--- config.mk ---
export PLATFORM = sky130hd
export DESIGN_NAME = vektor_laster
export DESIGN_NICKNAME = d
export VERILOG_FILES = /design/src/rtl/vektor_laster.sv
export SDC_FILE = /design/constraint.sdc
export NUM_CORES = 1
export LEC_CHECK = 0
export CORE_MARGIN = 2
export CORE_UTILIZATION = 52
export DETAILED_ROUTE_END_ITERATION = 8
export PLACE_DENSITY = 0.92
export SYNTH_ARGS = -nofsm -noshare
export SYNTH_HDL_FRONTEND = slang
export SYNTH_SLANG_ARGS = --single-unit
--- constraint.sdc ---
create_clock -name clk -period 11.15 [get_ports clk]
set_clock_uncertainty 0.1 [all_clocks]
set_input_delay 1.115 -clock clk [delete_from_list [all_inputs] [get_ports clk]]
set_output_delay 1.115 -clock clk [all_outputs]
set_load 0.1 [all_outputs]
--- src/rtl/vektor_laster.sv ---
// Serial-to-parallel loader: gathers 24 W-bit elements (vectors A..F, four each)
// from a valid/ready stream and presents them as one flat word with valid/ready.

module vektor_laster_slot #(
  parameter int W = 8
) (
  input  logic         clk,
  input  logic         rst,
  input  logic         we,
  input  logic [W-1:0] d,
  output logic [W-1:0] q
);
  always_ff @(posedge clk or posedge rst) begin
    if (rst)     q <= '0;
    else if (we) q <= d;
  end
endmodule

module vektor_laster #(
  parameter int W = 8
) (
  input  logic            clk,
  input  logic            rst,
  input  logic [W-1:0]    in_data,
  input  logic            in_valid,
  output logic            in_ready,
  input  logic            clear,
  output logic [24*W-1:0] vec_out,
  output logic            out_valid,
  input  logic            out_ready,
  output logic [4:0]      count,
  output logic [7:0]      batch_cnt
);
  localparam int NUM_SLOTS = 24;

  typedef enum logic {FILL, FULL} state_t;

  state_t state, state_next;
  logic [4:0] count_next;
  logic       in_hs, out_hs;
  logic [NUM_SLOTS-1:0]        we;
  logic [NUM_SLOTS-1:0][W-1:0] elems;

  // Handshake strobes only from registered state; clear masks both.
  assign in_ready  = (state == FILL);
  assign out_valid = (state == FULL);
  assign in_hs     = in_valid & in_ready & ~clear;
  assign out_hs    = out_valid & out_ready & ~clear;

  always_ff @(posedge clk or posedge rst) begin
    if (rst) begin
      state     <= FILL;
      count     <= '0;
      batch_cnt <= '0;
    end else begin
      state <= state_next;
      count <= count_next;
      if (out_hs) batch_cnt <= batch_cnt + 8'd1;
    end
  end

  always_comb begin
    state_next = state;
    count_next = count;
    if (clear) begin
      state_next = FILL;
      count_next = '0;
    end else begin
      unique case (state)
        FILL: if (in_hs) begin
          count_next = count + 5'd1;
          if (count == 5'(NUM_SLOTS - 1)) state_next = FULL;
        end
        FULL: if (out_hs) begin
          count_next = '0;
          state_next = FILL;
        end
        default: state_next = FILL;
      endcase
    end
  end

  for (genvar k = 0; k < NUM_SLOTS; k++) begin : g_slot
    assign we[k] = in_hs && (count == 5'(k));
    vektor_laster_slot #(.W(W)) u_slot (
      .clk (clk),
      .rst (rst),
      .we  (we[k]),
      .d   (in_data),
      .q   (elems[k])
    );
  end

  // Slot k lands at bits [k*W +: W].
  assign vec_out = elems;
endmodule

==> results of run 1 <==
-- worst max-delay path: cells and delay by family (launching register included) --
kind | cells | cell delay (ps)
flip-flops | 1 | 530
buffers and inverters | 2 | 1400
-- area by class of cell --
type	count	area share [%]
clock inverter	9	0.683
timing repair buffer	224	19.9
clock buffer	28	5.38
tap	211	2.36
inverter	6	0.269
sequential	206	46.1
multi-input combinational	271	25.2
-- routing by layer --
metal	track usage, %	vias up
met2	45.3	221
met5	0	-
li1	-	2250
met4	6.20	0
met1	34.8	2672
met3	6.52	30
-- cells by family after synthesis --
| group | after synthesis | share of synthesized area [%] |
|---|---|---|
| buffers and inverters | 42 | 2.45 |
| DFF | 206 | 63.1 |
| muxes | 194 | 26.7 |
| AOI/OAI and AO/OA | 9 | 0.720 |
| and+or+nand+nor | 53 | 5.13 |
| xor gates and xnor gates | 9 | 0.965 |
| adders and majority gates | 6 | 0.919 |
-- flip-flops by register name (all words and copies together) (netlist names) --
register / cells
g_slot.u_slot.q: 192
batch_cnt: 8
count: 5
out_valid: 1
-- worst min path at each step --
stage,start,end,cells after the start
final,batch_cnt[7],batch_cnt[7],1
after global routing,batch_cnt[7],batch_cnt[7],1
after CTS,batch_cnt[7],batch_cnt[7],1
after detailed placement,batch_cnt[7],batch_cnt[7],1
after global placement,batch_cnt[7],batch_cnt[7],1
after floorplan,batch_cnt[7],batch_cnt[7],1
-- power breakdown --
part	leakage (nW)	total, W	switching (W)	internal [W]
sequential	2.83	0.000811	0.0000245	0.000787
clock	0.339	0.000686	0.000284	0.000403
combinational	2.15	0.000469	0.000368	0.000102
-- cells in the final DEF (no fill, tap or decap), types with 3 or more instances in the layout --
| master | count |
|---|---|
| clkdlybuf4s50_1 | 219 |
| dfrtp_1 | 206 |
| mux2_2 | 194 |
| clkbuf_16 | 21 |
| nand3_2 | 14 |
| xor2_1 | 7 |
| and3_1 | 6 |
| ha_1 | 6 |
| clkinv_2 | 6 |
| inv_1 | 5 |
| nor2_1 | 5 |
| clkbuf_8 | 5 |
| buf_4 | 5 |
| nand2_1 | 4 |
| nand4_1 | 4 |
| nor2b_1 | 3 |
-- per-stage QoR --
stage,power (W),worst slack [ps],hold WS [ps],cells
global placement,0.00129,6740,358,917
finish,0.00197,7500,389,955
global route,0.00203,7430,406,955
floorplan,0.00117,4310,946,519
CTS,0.00198,7480,385,955
detailed placement,0.00130,7390,373,918
==> metrics.log, run 1 <==
[metrics] post-CTS setup buffers: 0
[metrics] category of the worst setup path launch point: register
[metrics] total non-filler cell area in the finished layout: between 10,000 and 15,000 um2
[metrics] drt total wl: about 22,000 um
[metrics] largest fanout on the critical path: 12
[metrics] Die Height: between 100 and 150 um
[metrics] Vias/cell: between 5 and 6
[metrics] number of levels in the clock H-tree: 1
[metrics] synthesized net count: roughly 540
[metrics] area added between synthesis and finish: 36.8%
[metrics] Cell Pwr Density: between 150 and 200 nW/um2
[metrics] 1st-pass router iterations: 4
[metrics] Synth async-reset ratio: 100%
[metrics] detailed-route DRC error count: 0
[metrics] crit-path max cell delay: between 1000 and 1500 ps
[metrics] highest routed metal layer: met4
[metrics] area of the mapped netlist: just over 8000 um2
[metrics] worst reg2reg path depth: 3
[metrics] clock tree from TritonCTS: yes
[metrics] Setup TNS: 0 ps
[metrics] worst IR drop on VDD: between 100 and 150 uV
[metrics] GRT Util Overall: 26.6%
[metrics] Reg area: about 5200 um2
[metrics] routed vias: roughly 5,200
[metrics] Tcrit/Tclk final: 32.7%
[metrics] source-to-sink clock delay at the later pin of the worst-skew pair: 490 ps
[metrics] Lkg Pwr: between 5 and 6 nW
[metrics] max capacitance violation total: 0
[metrics] worst-case headroom to the max-slew limit: between 20% and 30%
[metrics] Critical Path End Type: primary output
[metrics] Horiz. Die Dim: 129 um
[metrics] minimum clock period: 3650 ps
[metrics] met2 WL: 10,900 um
[metrics] end of the critical path: in_ready
[metrics] number of enable flip-flop cells after synthesis: 0
[metrics] area leader, netlist: dfrtp_1
[metrics] fraction of post-synthesis cell area in the top cell type by area: between 60% and 70%
[metrics] area of placed instances: between 10,000 and 15,000 um2
[metrics] list of cells traversed by the critical path: inv_1, clkdlybuf4s50_1
[metrics] Initial Util: a little over half
[metrics] Longest Clk Path Bufs: 3
[metrics] dominant cell by count in the synthesized netlist: dfrtp_1
[metrics] source of the worst register-to-register timing path: out_valid
[metrics] clock root buffer: clkbuf_16
[metrics] weighted congestion at the end of routability-driven global placement: 0.807
[metrics] f_max: 0.274 GHz
[metrics] cell row count: 45
[metrics] post-route met1 wirelength: slightly below 9000 um
[metrics] Die Footprint: 16,700 um2
[metrics] setup repair after global routing missed its margin: no
[metrics] number of routed nets with antenna violations: 0
[metrics] area of the multi-input gates: 2820 um2
[metrics] Sink Count: 206
[metrics] post-route core utilization: 73.3%
[metrics] post-synthesis sequential element count: around 210
[metrics] Commonest cells post-synth: dfrtp_1, mux2_2, clkbuf_1
[metrics] final setup violation count: 0
[metrics] final HPWL from detailed placement: between 10,000 and 15,000 um
[metrics] via count of the first global-routing pass: 5,597
[metrics] critical path data required time: 9940 ps
[metrics] Crit. Startpoint: out_valid
[metrics] result of the run: finished clean
[metrics] final routed wire length divided by cell count: around 23 um
[metrics] critical path class: reg -> out
[metrics] pin count of the biggest net entering global routing: between 100 and 150
[metrics] endpoint of the worst register-to-register path: g_slot[11].u_slot.q[4]
[metrics] average cell area after synthesis: between 15 and 20 um2
[metrics] number of DRC markers in iteration 0: roughly 240
[metrics] max-slew violation count: 0
[metrics] initial antenna violation count: 0
[metrics] type of the tightest min-delay check: reg -> reg
[metrics] filler cell count: between 900 and 1,000
[metrics] global-route wire length before repair: ~34,000 um
[metrics] Worst R2R Setup Slack: ~8600 ps
[metrics] port buffer count: between 200 and 250
[metrics] Cell variety after synth: 36
[metrics] share of post-route cells with drive strength above 1: between 30% and 40%
[metrics] pin slew with the least headroom to its limit: 1170 ps
[metrics] CTS clock-pin slew for the worst setup and hold paths: 70 ps
[metrics] CTS hold repair buffers: 0
[metrics] total of warnings raised by yosys: 0
[metrics] data arrival time at the worst-slack endpoint: 2430 ps
[metrics] Resize count post-CTS: 0
[metrics] total CTS buffers: 21
[metrics] I/O pin count: 220
[metrics] placeable core region: around 15,000 um2
[metrics] critical path's slowest cell: clkdlybuf4s50_1
[metrics] register area share after synthesis: 63.1%
[metrics] most instantiated flip-flop cell in the synthesis netlist: dfrtp_1
[metrics] met3 routed WL: between 1500 and 2000 um
[metrics] overflow left after global routing: 0
[metrics] synthesized netlist cell count: slightly above 500
[metrics] Final Hold Fails: 0
[metrics] largest cells by area after synthesis: dfrtp_1, mux2_2, nand3_2, clkbuf_1, ha_1
[metrics] antenna fix cells: 0
[metrics] nets: about 750
(Power assumes the default switching activity.)
==> run 2, diff against run 1 <==
CORE_UTILIZATION = 48   (was 52)
PLACE_DENSITY = 0.86   (was 0.92)
clock period = 3.6 ns   (was 11.15 ns; I/O delays follow)
==> run 2 against run 1 <==
Compared with the run above: critical path depth shrank 1; routed wire length shrank 3.3%; first-iteration DRC count shrank 37%; global-route usage shrank 2.9 points; total power grew to 3.2 times the previous value; die area grew 8.1%; largest cell class unchanged; largest power group unchanged.
==> metrics.log, run 2 (synthesis results as in run 1) <==
[metrics] result of the run: finished clean
[metrics] total CTS buffers: 22 (+4.8%)
[metrics] category of the worst setup path launch point: register
[metrics] worst slack at placement: 965 ps (-6430 ps)
[metrics] cell row count: 47 (+4.4%)
[metrics] area added between synthesis and finish: 38.1%
[metrics] final setup violation count: 0 (unchanged)
[metrics] final HPWL from detailed placement: 14,200 um (-2.8%)
[metrics] overflow left after global routing: 0 (unchanged)
[metrics] worst path setup slack after routing: 799 ps (-6700 ps)
[metrics] Crit. Startpoint: out_valid
[metrics] drt total wl: 21,100 um (-3.3%)
[metrics] Vias/cell: 5.38 (-0.63%)
[metrics] type of the tightest min-delay check: in -> async
[metrics] biggest registers after layout: g_slot.u_slot.q: 192 flops, batch_cnt: 8 flops, count: 5 flops
[metrics] crit path buf inv count: 1 (-1)
[metrics] clock root buffer: clkbuf_16
[metrics] worst-case headroom to the max-slew limit: 14.6% (-7.2 points)
[metrics] port buffer count: 219 (unchanged)
[metrics] clock tree from TritonCTS: yes
[metrics] crit-path max cell delay: 1240 ps (+60 ps)
[metrics] share of post-route cells with drive strength above 1: 34.7% (+0.39 points)
[metrics] critical path's slowest cell: clkdlybuf4s50_1
[metrics] critical path class: reg -> out
[metrics] number of routed nets with antenna violations: 0 (unchanged)
[metrics] I/O pin count: 220 (unchanged)
[metrics] Critical Path End Type: primary output
[metrics] Cell Pwr Density: 551 nW/um2 (+210%)
[metrics] minimum clock period: 2800 ps
[metrics] post-CTS setup buffers: 0 (unchanged)
[metrics] Final Hold Fails: 0 (unchanged)
[metrics] delay-heaviest family, CP: buffers and inverters
[metrics] f_max: 0.357 GHz
[metrics] number of levels in the clock H-tree: 1 (unchanged)
[metrics] largest fanout on the critical path: 12 (unchanged)
[metrics] Resize count post-CTS: 0 (unchanged)
[metrics] most frequent cells in the layout: clkdlybuf4s50_1, dfrtp_1, mux2_2
[metrics] routed vias: 5,221 (+0.93%)
[metrics] total non-filler cell area in the finished layout: 11,300 um2 (+0.93%)
[metrics] CTS clock-pin slew for the worst setup and hold paths: 60 ps (about the same)
[metrics] GRT Util Overall: 23.7% (-2.9 points)
[metrics] 1st-pass router iterations: 4 (unchanged)
[metrics] source of the worst register-to-register timing path: count[0]
[metrics] Horiz. Die Dim: 134 um (+4.0%)
[metrics] area of placed instances: 10,500 um2 (+0.42%)
[metrics] Die Footprint: 18,100 um2 (+8.1%)
[metrics] commonest non-fill, non-tap cell in the layout: clkdlybuf4s50_1
[metrics] Tcrit/Tclk final: between 70 and 80%
[metrics] data arrival time at the worst-slack endpoint: 2340 ps (-90 ps)
[metrics] Longest Clk Path Bufs: 3 (unchanged)
[metrics] Die Height: 134 um (+4.0%)
[metrics] list of cells traversed by the critical path: clkdlybuf4s50_1
[metrics] max capacitance violation total: 0 (unchanged)
[metrics] initial antenna violation count: 0 (unchanged)
[metrics] setup repair after global routing missed its margin: no
[metrics] Lkg Pwr: 5.37 nW (+0.98%)
[metrics] critical path data required time: 3140 ps (-6800 ps)
[metrics] source-to-sink clock delay at the later pin of the worst-skew pair: 490 ps (about the same)
[metrics] pin count of the biggest net entering global routing: 127 (-0.78%)
[metrics] Initial Util: 49.3% (-4.3 points)
[metrics] nets: 755 (+0.80%)
[metrics] register name with the most flops: g_slot.u_slot.q
[metrics] worst IR drop on VDD: 566 uV (+360%)
[metrics] placeable core region: 16,600 um2 (+8.7%)
[metrics] weighted congestion at the end of routability-driven global placement: 0.800 (-0.86%)
[metrics] global-route wire length before repair: 33,300 um (-1.2%)
[metrics] Setup TNS: 0 ps (unchanged)
[metrics] via count of the first global-routing pass: 5,617 (+0.36%)
[metrics] detailed-route DRC error count: 0 (unchanged)
[metrics] number of DRC markers in iteration 0: 154 (-37%)
[metrics] Sink Count: 206 (unchanged)
[metrics] number of flip-flops in the largest register: 192 (unchanged)
[metrics] pin slew with the least headroom to its limit: 1280 ps (+107 ps)
[metrics] antenna fix cells: 0 (unchanged)
[metrics] CTS hold repair buffers: 0 (unchanged)
[metrics] final routed wire length divided by cell count: 21.7 um (-4.8%)
[metrics] max-slew violation count: 0 (unchanged)
## run 2: worst paths after layout
check / end / slack [ps] / depth (start not counted)
min in group clk: batch_cnt[7] / 370 / 1
max in group asynchronous: g_slot[20].u_slot.q[1] / 2380 / 3
max reg2reg: g_slot[15].u_slot.q[5] / 1110 / 6
min: g_slot[9].u_slot.q[2] / 70 / 2
min reg2reg: batch_cnt[7] / 370 / 1
max: out_valid / 800 / 1
## run 2: area by class of cell
type | count | area (um2)
well taps | 220 | 275
flip-flops and latches | 206 | 5150
inverters | 6 | 26.3
fillers | 1139 | 5300
clock inverters | 5 | 75.1
repair buffers | 229 | 2270
clock buffers | 33 | 663
multi-input cells | 271 | 2820
## run 2: routing by layer
| layer | wire [um] | vias to the layer above | GRT usage [%] |
|---|---|---|---|
| met4 | 373 | 0 | 5.03 |
| li1 | - | 2257 | - |
| met1 | 8890 | 2737 | 31.4 |
| met3 | 1770 | 31 | 6.98 |
| met2 | 10100 | 196 | 39.2 |
| met5 | 0 | - | 0 |
## run 2: where the power goes
group          switching, W  internal, W
registers         0.0000766      0.00244
clock network      0.000853      0.00141
logic               0.00113     0.000319
## run 2: per-stage QoR
step                power [W]  utilization [%]  hold WS [ps]  instances
floorplan             0.00363                -           412        519
global placement      0.00398             63.6           357        932
detailed placement    0.00401             63.6           368        932
CTS                   0.00628             68.0          73.5        970
global route          0.00642             68.0          96.6        970
finish                0.00622             68.0          73.5        970
==> run 3, diff against run 2 <==
clock period = 2.6 ns   (was 3.6 ns; I/O delays follow)
==> run 3 against run 2 <==
Compared with the run above: first-iteration DRC count is the same; final area fell by 3.4%; sequential cell count is the same; critical path type is now reg -> reg.
==> metrics.log, run 3 (synthesis results as in run 1) <==
[metrics] list of cells traversed by the critical path: inv_1, ha_1, nor4bb_1, buf_4, and3_1, mux2_2
[metrics] total CTS buffers: 21 (-4.5%)
[metrics] Initial Util: 49.3% (unchanged)
[metrics] antenna fix cells: 0 (unchanged)
[metrics] initial antenna violation count: 0 (unchanged)
[metrics] number of flip-flops in the largest register: 192 (unchanged)
[metrics] via count of the first global-routing pass: 5,582 (-0.62%)
[metrics] category of the worst setup path launch point: register
[metrics] share of post-route cells with drive strength above 1: 63.1% (+28 points)
[metrics] number of levels in the clock H-tree: 1 (unchanged)
[metrics] detailed-route DRC error count: 0 (unchanged)
[metrics] port buffer count: 219 (unchanged)
[metrics] f_max: between 0.4 and 0.5 GHz
[metrics] Die Height: 134 um (unchanged)
[metrics] max-slew violation count: 0 (unchanged)
[metrics] worst hold slack: 111 ps (+37.1 ps)
[metrics] most frequent cells in the layout: buf_4, dfrtp_1, mux2_2
[metrics] Vias/cell: 5.33 (-0.94%)
[metrics] max capacitance violation total: 0 (unchanged)
[metrics] clock tree from TritonCTS: yes
[metrics] minimum clock period: roughly 2200 ps
[metrics] CTS clock-pin slew for the worst setup and hold paths: 60 ps (about the same)
[metrics] final HPWL from detailed placement: 14,200 um (+0.30%)
[metrics] Critical Path End Type: register
[metrics] number of routed nets with antenna violations: 0 (unchanged)
[metrics] Sink Count: 206 (unchanged)
[metrics] CTS hold repair buffers: 0 (unchanged)
[metrics] crit-path max cell delay: 460 ps (-780 ps)
[metrics] Stages on worst setup path: 6 (+5)
[metrics] post-CTS setup buffers: 0 (unchanged)
[metrics] 1st-pass router iterations: 4 (unchanged)
[metrics] filler cell count: 1,203 (+5.6%)
[metrics] pin slew with the least headroom to its limit: 659 ps (-618 ps)
[metrics] cell row count: 47 (unchanged)
[metrics] drt total wl: 20,800 um (-1.5%)
[metrics] final routed wire length divided by cell count: 21.1 um (-3.0%)
[metrics] data arrival time at the worst-slack endpoint: 2460 ps (+120 ps)
[metrics] Total Power: 0.00845 W (+36%)
[metrics] global-route wire length before repair: 32,400 um (-2.6%)
[metrics] source-to-sink clock delay at the later pin of the worst-skew pair: 500 ps (about the same)
[metrics] weighted congestion at the end of routability-driven global placement: 0.873 (+9.2%)
[metrics] GRT Util Overall: 23.1% (-0.65 points)
[metrics] biggest registers after layout: g_slot.u_slot.q: 192 flops, batch_cnt: 8 flops, count: 5 flops
[metrics] critical path's slowest cell: dfrtp_1
[metrics] number of DRC markers in iteration 0: 154 (unchanged)
[metrics] routed vias: 5,252 (+0.59%)
[metrics] overflow left after global routing: 0 (unchanged)
[metrics] delay-heaviest family, CP: simple AND/OR/NAND/NOR gates
[metrics] pin count of the biggest net entering global routing: 46 (-64%)
[metrics] worst reg2reg path depth: 6 (unchanged)
[metrics] worst-case headroom to the max-slew limit: 56.0% (+41 points)
[metrics] placeable core region: 16,600 um2 (unchanged)
[metrics] worst IR drop on VDD: 658 uV (+16%)
[metrics] Cell Pwr Density: 775 nW/um2 (+41%)
[metrics] largest fanout on the critical path: 8 (-4)
[metrics] area added between synthesis and finish: 33.3%
[metrics] crit path buf inv count: 2 (+1)
[metrics] clock root buffer: clkbuf_16
[metrics] Die Footprint: 18,100 um2 (unchanged)
[metrics] final setup violation count: 0 (unchanged)
[metrics] register name with the most flops: g_slot.u_slot.q
[metrics] setup repair after global routing missed its margin: no
[metrics] Longest Clk Path Bufs: 3 (unchanged)
[metrics] type of the tightest min-delay check: in -> async
[metrics] Final Hold Fails: 0 (unchanged)
[metrics] Horiz. Die Dim: 134 um (unchanged)
[metrics] Lkg Pwr: 5.85 nW (+8.9%)
[metrics] I/O pin count: 220 (unchanged)
[metrics] critical path class: reg -> reg
[metrics] nets: 770 (+2.0%)
[metrics] Resize count post-CTS: 0 (unchanged)
[metrics] commonest non-fill, non-tap cell in the layout: buf_4
[metrics] critical path data required time: 2870 ps (-270 ps)
[metrics] Tcrit/Tclk final: a little over four fifths
[metrics] result of the run: finished clean
## run 3: cell count changes in the layout (fill, tap and decap cells not counted), sizes merged
cell and delta:
buf +220, clkbuf -3, clkinv +2, clkdlybuf4s50 -204, inv +1, bufinv -1
## run 3: metrics by stage
stage	TNS, ps	util (%)	instance area, um2	worst slack (ps)	cells
after floorplan	-90450	-	8180	-432	519
after global placement	0	61.5	10200	266	948
after detailed placement	0	61.5	10200	189	948
after CTS	0	65.7	10900	386	985
after global routing	0	65.7	10900	270	985
final	0	65.7	10900	405	985
## run 3: path summary, 6_finish.rpt
kind                         startpoint                endpoint  slack, ps
setup / recovery               count[1]  g_slot[21].u_slot.q[4]        410
hold / removal                      rst   g_slot[9].u_slot.q[2]        110
setup reg to reg               count[1]  g_slot[21].u_slot.q[4]        410
hold reg to reg            batch_cnt[7]            batch_cnt[7]        410
max in group asynchronous           rst  g_slot[18].u_slot.q[4]       1620
min in group clk           batch_cnt[7]            batch_cnt[7]        410
## run 3: per-layer routing
metal  up-vias  GRT usage (%)  wire length, um
met5         -              0                0
met4         0           6.67              547
met3        40           7.02             1690
met2       222           38.0             9750
met1      2693           29.7             8790
li1       2297              -                -
## run 3: area by class of cell
class / count / area (um2) / share of cell area, %
Clock inverter: 7 / 63.8 / 0.586
Multi-Input combinational cell: 271 / 2820 / 25.8
Timing Repair Buffer: 245 / 1920 / 17.6
Tap cell: 220 / 275 / 2.53
Sequential cell: 206 / 5150 / 47.3
Clock buffer: 30 / 639 / 5.87
Inverter: 6 / 26.3 / 0.241
## run 3: worst register-to-register path: cells and delay by family, from the launching register on
family | cells | cell delay (ps)
adders and majority gates | 1 | 130
and+or+nand+nor | 2 | 650
muxes | 1 | 400
buffers and inverters | 2 | 320
DFF | 1 | 460
## run 3: where the power goes
group	internal, W	switching, W	total, W
Combinational	0.000399	0.00156	0.00196
Clock	0.00181	0.00120	0.00301
Sequential	0.00338	0.000103	0.00348
Total	0.00558	0.00287	0.00845
